`config.mk`:
```
export PLATFORM = sky130hd
export DESIGN_NAME = elevator_scheduler
export DESIGN_NICKNAME = d
export VERILOG_FILES = /design/src/rtl/elevator_scheduler.sv
export SDC_FILE = /design/constraint.sdc
export NUM_CORES = 1
export LEC_CHECK = 0
export CORE_ASPECT_RATIO = 0.7
export CORE_MARGIN = 3
export CORE_UTILIZATION = 40
export DETAILED_ROUTE_END_ITERATION = 16
export SLEW_MARGIN = 20
export SYNTH_ARGS = -nofsm -noshare
export SYNTH_HDL_FRONTEND = slang
export SYNTH_SLANG_ARGS = --single-unit
```
`constraint.sdc`:
```
create_clock -name clk -period 11.9 [get_ports clk]
set_input_delay 2.975 -clock clk [delete_from_list [all_inputs] [get_ports clk]]
set_output_delay 2.975 -clock clk [all_outputs]
set_load 0.01 [all_outputs]
```
`src/rtl/elevator_scheduler.sv`:
```
// elevator_scheduler: SCAN-order car controller fed by keypad floor requests
// Optional feature macro: FLOOR_LOCK_EN (locked floors reject non-admin requests)
// Ports:
//   clk, rst        clock, synchronous active-high reset
//   key_in/key_valid keypad code (0-9 digit, 1010 star, 1011 hash) and strobe
//   auth, admin     session authorized / user has admin rights
//   lock_mask       per-floor lock for non-admin users (FLOOR_LOCK_EN only)
//   floor           current floor
//   direction       1 = up, 0 = down
//   moving          car travelling between floors
//   door_open       door open at current floor
//   pending         outstanding request mask
//   req_reject      one-cycle pulse when a keypad request is dropped
module elevator_scheduler #(
   parameter int NUM_FLOORS  = 10,
   parameter int MOVE_CYCLES = 8,
   parameter int DOOR_CYCLES = 4
) (
   input  logic                  clk,
   input  logic                  rst,
   input  logic [3:0]            key_in,
   input  logic                  key_valid,
   input  logic                  auth,
   input  logic                  admin,
   input  logic [NUM_FLOORS-1:0] lock_mask,
   output logic [3:0]            floor,
   output logic                  direction,
   output logic                  moving,
   output logic                  door_open,
   output logic [NUM_FLOORS-1:0] pending,
   output logic                  req_reject
);
   typedef enum logic [1:0] {IDLE, MOVE, DOOR} state_t;
   localparam logic [3:0] NF = 4'(NUM_FLOORS);
   localparam logic [3:0] STAR = 4'b1010;
   localparam logic [3:0] HASH = 4'b1011;
   localparam logic [7:0] MT = 8'(MOVE_CYCLES - 1);
   localparam logic [7:0] DT = 8'(DOOR_CYCLES - 1);
   localparam logic [NUM_FLOORS-1:0] ONE = NUM_FLOORS'(1);
   state_t state, state_nx;
   logic [7:0] timer, timer_nx;
   logic [3:0] floor_nx;
   logic dir_nx, rej_nx, locked;
   logic [NUM_FLOORS-1:0] pend_nx, clr, set;
   // any pending request strictly beyond floor f in the given direction
   function automatic logic ahead(input logic [NUM_FLOORS-1:0] p, input logic [3:0] f, input logic up);
      return up ? |((p >> f) >> 1) : |(p & ((ONE << f) - ONE));
   endfunction
`ifdef FLOOR_LOCK_EN
   assign locked = |(lock_mask & (ONE << key_in)) & ~admin;
`else
   logic unused_lock;
   assign unused_lock = ^{lock_mask, admin};
   assign locked = 1'b0;
`endif
   always_ff @(posedge clk)
      if (rst) begin
         state      <= IDLE;
         floor      <= '0;
         direction  <= 1'b1;
         pending    <= '0;
         timer      <= '0;
         req_reject <= 1'b0;
      end else begin
         state      <= state_nx;
         floor      <= floor_nx;
         direction  <= dir_nx;
         pending    <= pend_nx;
         timer      <= timer_nx;
         req_reject <= rej_nx;
      end
   always_comb begin
      state_nx = state;
      floor_nx = floor;
      dir_nx   = direction;
      timer_nx = timer;
      clr      = '0;
      set      = '0;
      rej_nx   = 1'b0;
      if (state == IDLE) begin
         if (|(pending & (ONE << floor))) begin
            clr      = ONE << floor;
            state_nx = DOOR;
            timer_nx = DT;
         end else if (|pending) begin
            // a nonzero mask with nothing ahead must lie behind, so reversing never steps off the shaft
            dir_nx   = ahead(pending, floor, direction) ? direction : ~direction;
            state_nx = MOVE;
            timer_nx = MT;
         end
      end else if (state == MOVE) begin
         timer_nx = timer - 8'd1;
         if (timer == 8'd0) begin
            floor_nx = direction ? floor + 4'd1 : floor - 4'd1;
            if (|(pending & (ONE << floor_nx))) begin
               clr      = ONE << floor_nx;
               state_nx = DOOR;
               timer_nx = DT;
            end else if (ahead(pending, floor_nx, direction)) begin
               timer_nx = MT;
            end else begin
               state_nx = IDLE;
               timer_nx = '0;
            end
         end
      end else if (state == DOOR) begin
         timer_nx = timer - 8'd1;
         if (timer == 8'd0) begin
            state_nx = IDLE;
            timer_nx = '0;
         end
      end
      // keypad overrides the FSM's own decision for door-related keys
      if (key_valid && auth) begin
         if (key_in <= 4'd9) begin
            if (key_in >= NF || locked) begin
               rej_nx = 1'b1;
            end else if (key_in == floor && state != MOVE) begin
               state_nx = DOOR;
               timer_nx = DT;
               dir_nx   = direction;
            end else begin
               set = ONE << key_in;
            end
         end else if (key_in == STAR && state == DOOR) begin
            state_nx = DOOR;
            timer_nx = DT;
         end else if (key_in == HASH && state == DOOR) begin
            state_nx = IDLE;
            timer_nx = '0;
         end
      end
      // a key set on the same index as an FSM clear survives
      pend_nx = (pending & ~clr) | set;
   end
   always_comb begin
      moving    = state == MOVE;
      door_open = state == DOOR;
   end
endmodule
```
# == Word-level counts from Yosys, hierarchy flattened ==
# Cells that the tools add are included.
# word_totals
regBits,26
# op_classes
eq_ne,7
n_mux,51
bitwise,11
n_reduce_logical,15
n_shift,5
n_lt_le_gt_ge,2
n_addsub,5
# op_table
op,count
2-to-1 mux 8 bit,13
2-to-1 mux 10 bit,9
bitwise AND 10 bit,5
OR reduction 10 bit,5
2-to-1 mux 2 bit,15
"<< shifter 1 x 4 -> 10 bit, first input constant",3
right shift 10 x 4 -> 10 bit,2
"subtractor 10 x 1 -> 10 bit, second input constant",2
OR reduction 9 bit,2
2-to-1 mux 1 bit,11
NOT 10 bit,1
bitwise OR 10 bit,1
"equality test 4 bit, second input constant",2
logical NOT 8 bit,1
"subtractor 8 x 1 -> 8 bit, second input constant",1
2-to-1 mux 3 bit,2
"adder 4 x 1 -> 4 bit, second input constant",1
equality test 4 bit,1
"greater-or-equal comparator 4 bit, second input constant",1
"<= comparator 4 bit, second input constant",1
logical AND 1 bit,4
2-to-1 mux 4 bit,1
"inequality test 4 bit, second input constant",1
NOT 1 bit,4
other kinds (7),7

# == Longest topological paths before layout ==
# logic_depth
word_depth,16
ltp_mapped,16

# == Worst setup path before layout ==
# OpenSTA, ideal clock, no wires.
# synth_path
path_kind,in2reg
startpoint,input key_in[2]
endpoint,register state[0]
slack_ns,7.538
setup_ns,0.120
t_arrival_ns,4.242
cell_stages,7
required_time_ns,11.780
cell_sequence,xor2_1 nor3_1 nand2_1 o22ai_1 a21o_1 o21ba_2 o31a_1
# synth_via
elab_chain_len,6
elab_cells_between_ends,14
cone_classes,2 x order compare; 3 x eq/ne; 6 x mux; 3 x reduce/logical
# synth_lines
element,line,source
"start, declared",21,"input logic [3:0] key_in,"
"equality test 4 bit, on equally long branches","128, 118",
"logical AND 1 bit, on equally long branches","128, 118",
"2-to-1 mux 2 bit, on equally long branches","128, 118",
"2-to-1 mux 2 bit, on equally long branches","125, 116",
2-to-1 mux 2 bit *,115,if (key_in <= 4'd9) begin
2-to-1 mux 2 bit *,114,if (key_valid && auth) begin
"end signal, assigned",65,state <= state_nx;
"end, declared",40,"state_t state, state_nx;"
# Mark *: on every way between the ends. The rest lies on a longest branch, timed or not.
# A chain may end at the register's enable or synchronous reset.

# == Worst setup path after layout ==
# layout_path
startpoint,input key_in[0]
endpoint,register state[0]
# The elaborated chain is that of the path after synthesis.

==> flow_summary_export.csv <==
group,metric,value,unit
synth,syn-num-nets,409,
placement,gp_congestion,0.874,
synth,synth-edff-count,0,
die,num_rows,24,
sta,fin_skew,0.00228,ns
clock_network,clock_latency,0.27,ns
die,start_util,0.425,
synth,yosys-top-cells-area,"dfxtp_1, nor2_1, ha_1, nand2_1, a21oi_1",
synth,synthDistinctLibCells,71,
clock_network,clk_pin_slew_worst_paths,0.10,ns
synth,synth_top_area_cell,"dfxtp_1",
synth,synth.most_common_cell,"nor2_1",
setup_path,cp_data_required_time,12.07,ns
run,cap_violations,0,
grt,grt_max_degree,26,
setup_path,reg2reg_from,"floor[0]$_SDFFE_PP0P_",
setup_path,cp_max_fo,11,
grt,overflow,0,
clock_network,htreeDepth,1,
synth,ys_warn_count,0,
status,outcome,"completed",
grt,grt_pass1_vias,2627,
drt,firstDrtPassIters,8,
clock_network,cts_tree,"done",
synth,synthesis.area,2730,sq um
drt,routed_via_density,6.39,
synth,synth_common_cells,"nor2_1, nand2_1, dfxtp_1, a21oi_1, clkbuf_1",
clock_network,holdBufCountCts,0,
sta,rsz0062_at_grt,"false",
sta,finalCritPeriodShare,0.425,
drt,first_iter_violations,296,
placement,port_buffers,25,
clock_network,cts_buffers,3,
setup_path,startpoint,"key_in[0]",
synth,synthFlopType,"dfxtp_1",
setup_path,arrival,5.23,ns
power_and_ir_drop,power,0.314,mW
die,die_area,7870,sq um
power_and_ir_drop,vdd_drop_max,58.6,uV
finish,fillers,665,
placement,dp_hpwl,6450,microns
grt,grt_use_total,0.227,
drt,num_vias,3015,
die,ios,37,
power_and_ir_drop,p_per_area,104,nW/um^2
sta,max_freq,198,MHz
die,coreArea,6430,sq um
clock_network,cts-root-buf,"clkbuf_8",
synth,syn_inst,380,
sta,setup_tns,0,ns
setup_path,endpoint_kind,"flop",
synth,async_reset_ff_frac,0,
clock_network,numClockSinks,26,
grt,grt_pass1_wl,14300,microns
finish,drive_gt1_frac,0.0472,
sta,hold_ws,0.544,ns
grt,grt_antenna_before_repair,0,
drt,detail-route-antenna-nets,0,
min_path,hold_class,"reg2reg",
clock_network,cts.path.max_buffers,2,
sta,hold_viol,0,
die,die_w,105,microns
sta,min_period,5.06,ns
finish,syn_to_final_growth,11.0,%
clock_network,cts_resized,0,
sta,slew_viol_final,0,
drt,drc,0,
sta,finalSetupViolCount,0,
min_path,hold_start,"timer[6]$_SDFF_PP0_",
synth,synth-seq-cells,26,
synth,seq_area_frac_synth,0.191,
drt,drt_wl_total,8890,microns
sta,worst_pin_slew,1.07,ns
die,fp.dieH,75.1,microns
drt,wl_per_cell,18.8,microns
synth,synth.avg_cell_area,7.19,sq um
sta,slew_headroom,0.286,
finish,antenna_cells,0,
clock_network,post-cts-setup-buffers,0,
finish,final_nets,411,
setup_path,path_class,"in2reg",
synth,synth_top_area_frac,0.191,
power_and_ir_drop,power_leakage,1.08,nW
setup_path,start_kind,"input pin",
==> area by class of cell <==
class                           count  area (sq um)  share of cell area
Clock buffer                        4          55.1              0.0182
Inverter                           20          75.1              0.0248
Multi-Input combinational cell    304          2000               0.660
Sequential cell                    26           520               0.172
Tap cell                           91           114              0.0376
Timing Repair Buffer               27           265              0.0875
==> final timing paths <==
kind | end | slack, ns | cells past startpoint
hold reg to reg | timer[6]$_SDFF_PP0_ | 0.54 | 2
setup reg to reg | timer[1]$_SDFF_PP0_ | 6.93 | 13
setup / recovery | state[0]$_SDFF_PP0_ | 6.84 | 8
hold / removal | timer[6]$_SDFF_PP0_ | 0.54 | 2
==> metal layers <==
metal  track usage  vias up  wire length (microns)
met3        0.0231       16                    694
met5             0        -                      0
li1              -     1422                      -
met4        0.0495        0                    126
met2         0.320      150                   3540
met1         0.365     1427                   4530
==> cells in the final DEF (no fill, tap or decap), types with 4 or more instances in the layout <==
| cell | n |
|---|---|
| nor2_1 | 46 |
| a22o_1 | 4 |
| and2_1 | 5 |
| a311oi_1 | 5 |
| nor3_1 | 17 |
| xnor2_1 | 5 |
| nor4_1 | 8 |
| o211ai_1 | 4 |
| mux2i_1 | 7 |
| ha_1 | 9 |
| dfxtp_1 | 26 |
| clkdlybuf4s50_1 | 25 |
| nor2b_1 | 11 |
| nand3_1 | 5 |
| o21ai_0 | 17 |
| nand2b_1 | 7 |
| a31oi_1 | 7 |
| a21oi_1 | 22 |
| o22ai_1 | 4 |
| xor2_1 | 8 |
| a41oi_1 | 4 |
| inv_1 | 20 |
| clkbuf_8 | 4 |
| a41o_1 | 5 |
| nand2_1 | 30 |
| a21o_1 | 5 |
| nand4_1 | 10 |
==> worst max-delay path: stages <==
cell	delay, ns
clkdlybuf4s50_1	0.60
xor2_1	0.23
nor3_1	0.38
nand2_1	0.23
o22ai_1	0.20
a21o_1	0.31
o21ba_2	0.20
o31a_1	0.09
==> registers in the layout, summed over array words and instances, names as in the netlist <==
signal	cells
floor	4
state	2
timer	8
req_reject	1
pending	10
direction	1
==> logic make-up (layout without fill, tap and decap cells) <==
family	count (synthesis)	count (layout)	synth area share
AO/OA/AOI/OAI	110	110	0.299
XOR/XNOR	14	14	0.0476
adder cells (fa/ha/maj)	10	10	0.0486
buffers and inverters	50	51	0.0770
flip-flops	26	26	0.191
multiplexers	9	9	0.0339
other	1	1	0.00137
AND/OR/NAND/NOR	160	160	0.302
==> per-stage QoR <==
step	instances	instance area (sq um)	util	worst slack (ns)
floorplan	380	2730	-	7.54
global placement	468	2980	0.463	6.61
detailed placement	468	2980	0.463	6.56
CTS	472	3030	0.472	6.83
global route	472	3030	0.472	6.62
finish	472	3030	0.472	6.84
==> where the power goes <==
part | internal [mW] | total, mW | switching (mW)
clock | 0.0296 | 0.0599 | 0.0303
combinational | 0.0553 | 0.150 | 0.0945
sequential | 0.0928 | 0.105 | 0.0120
No activity file was read; power rests on OpenSTA's default activity.
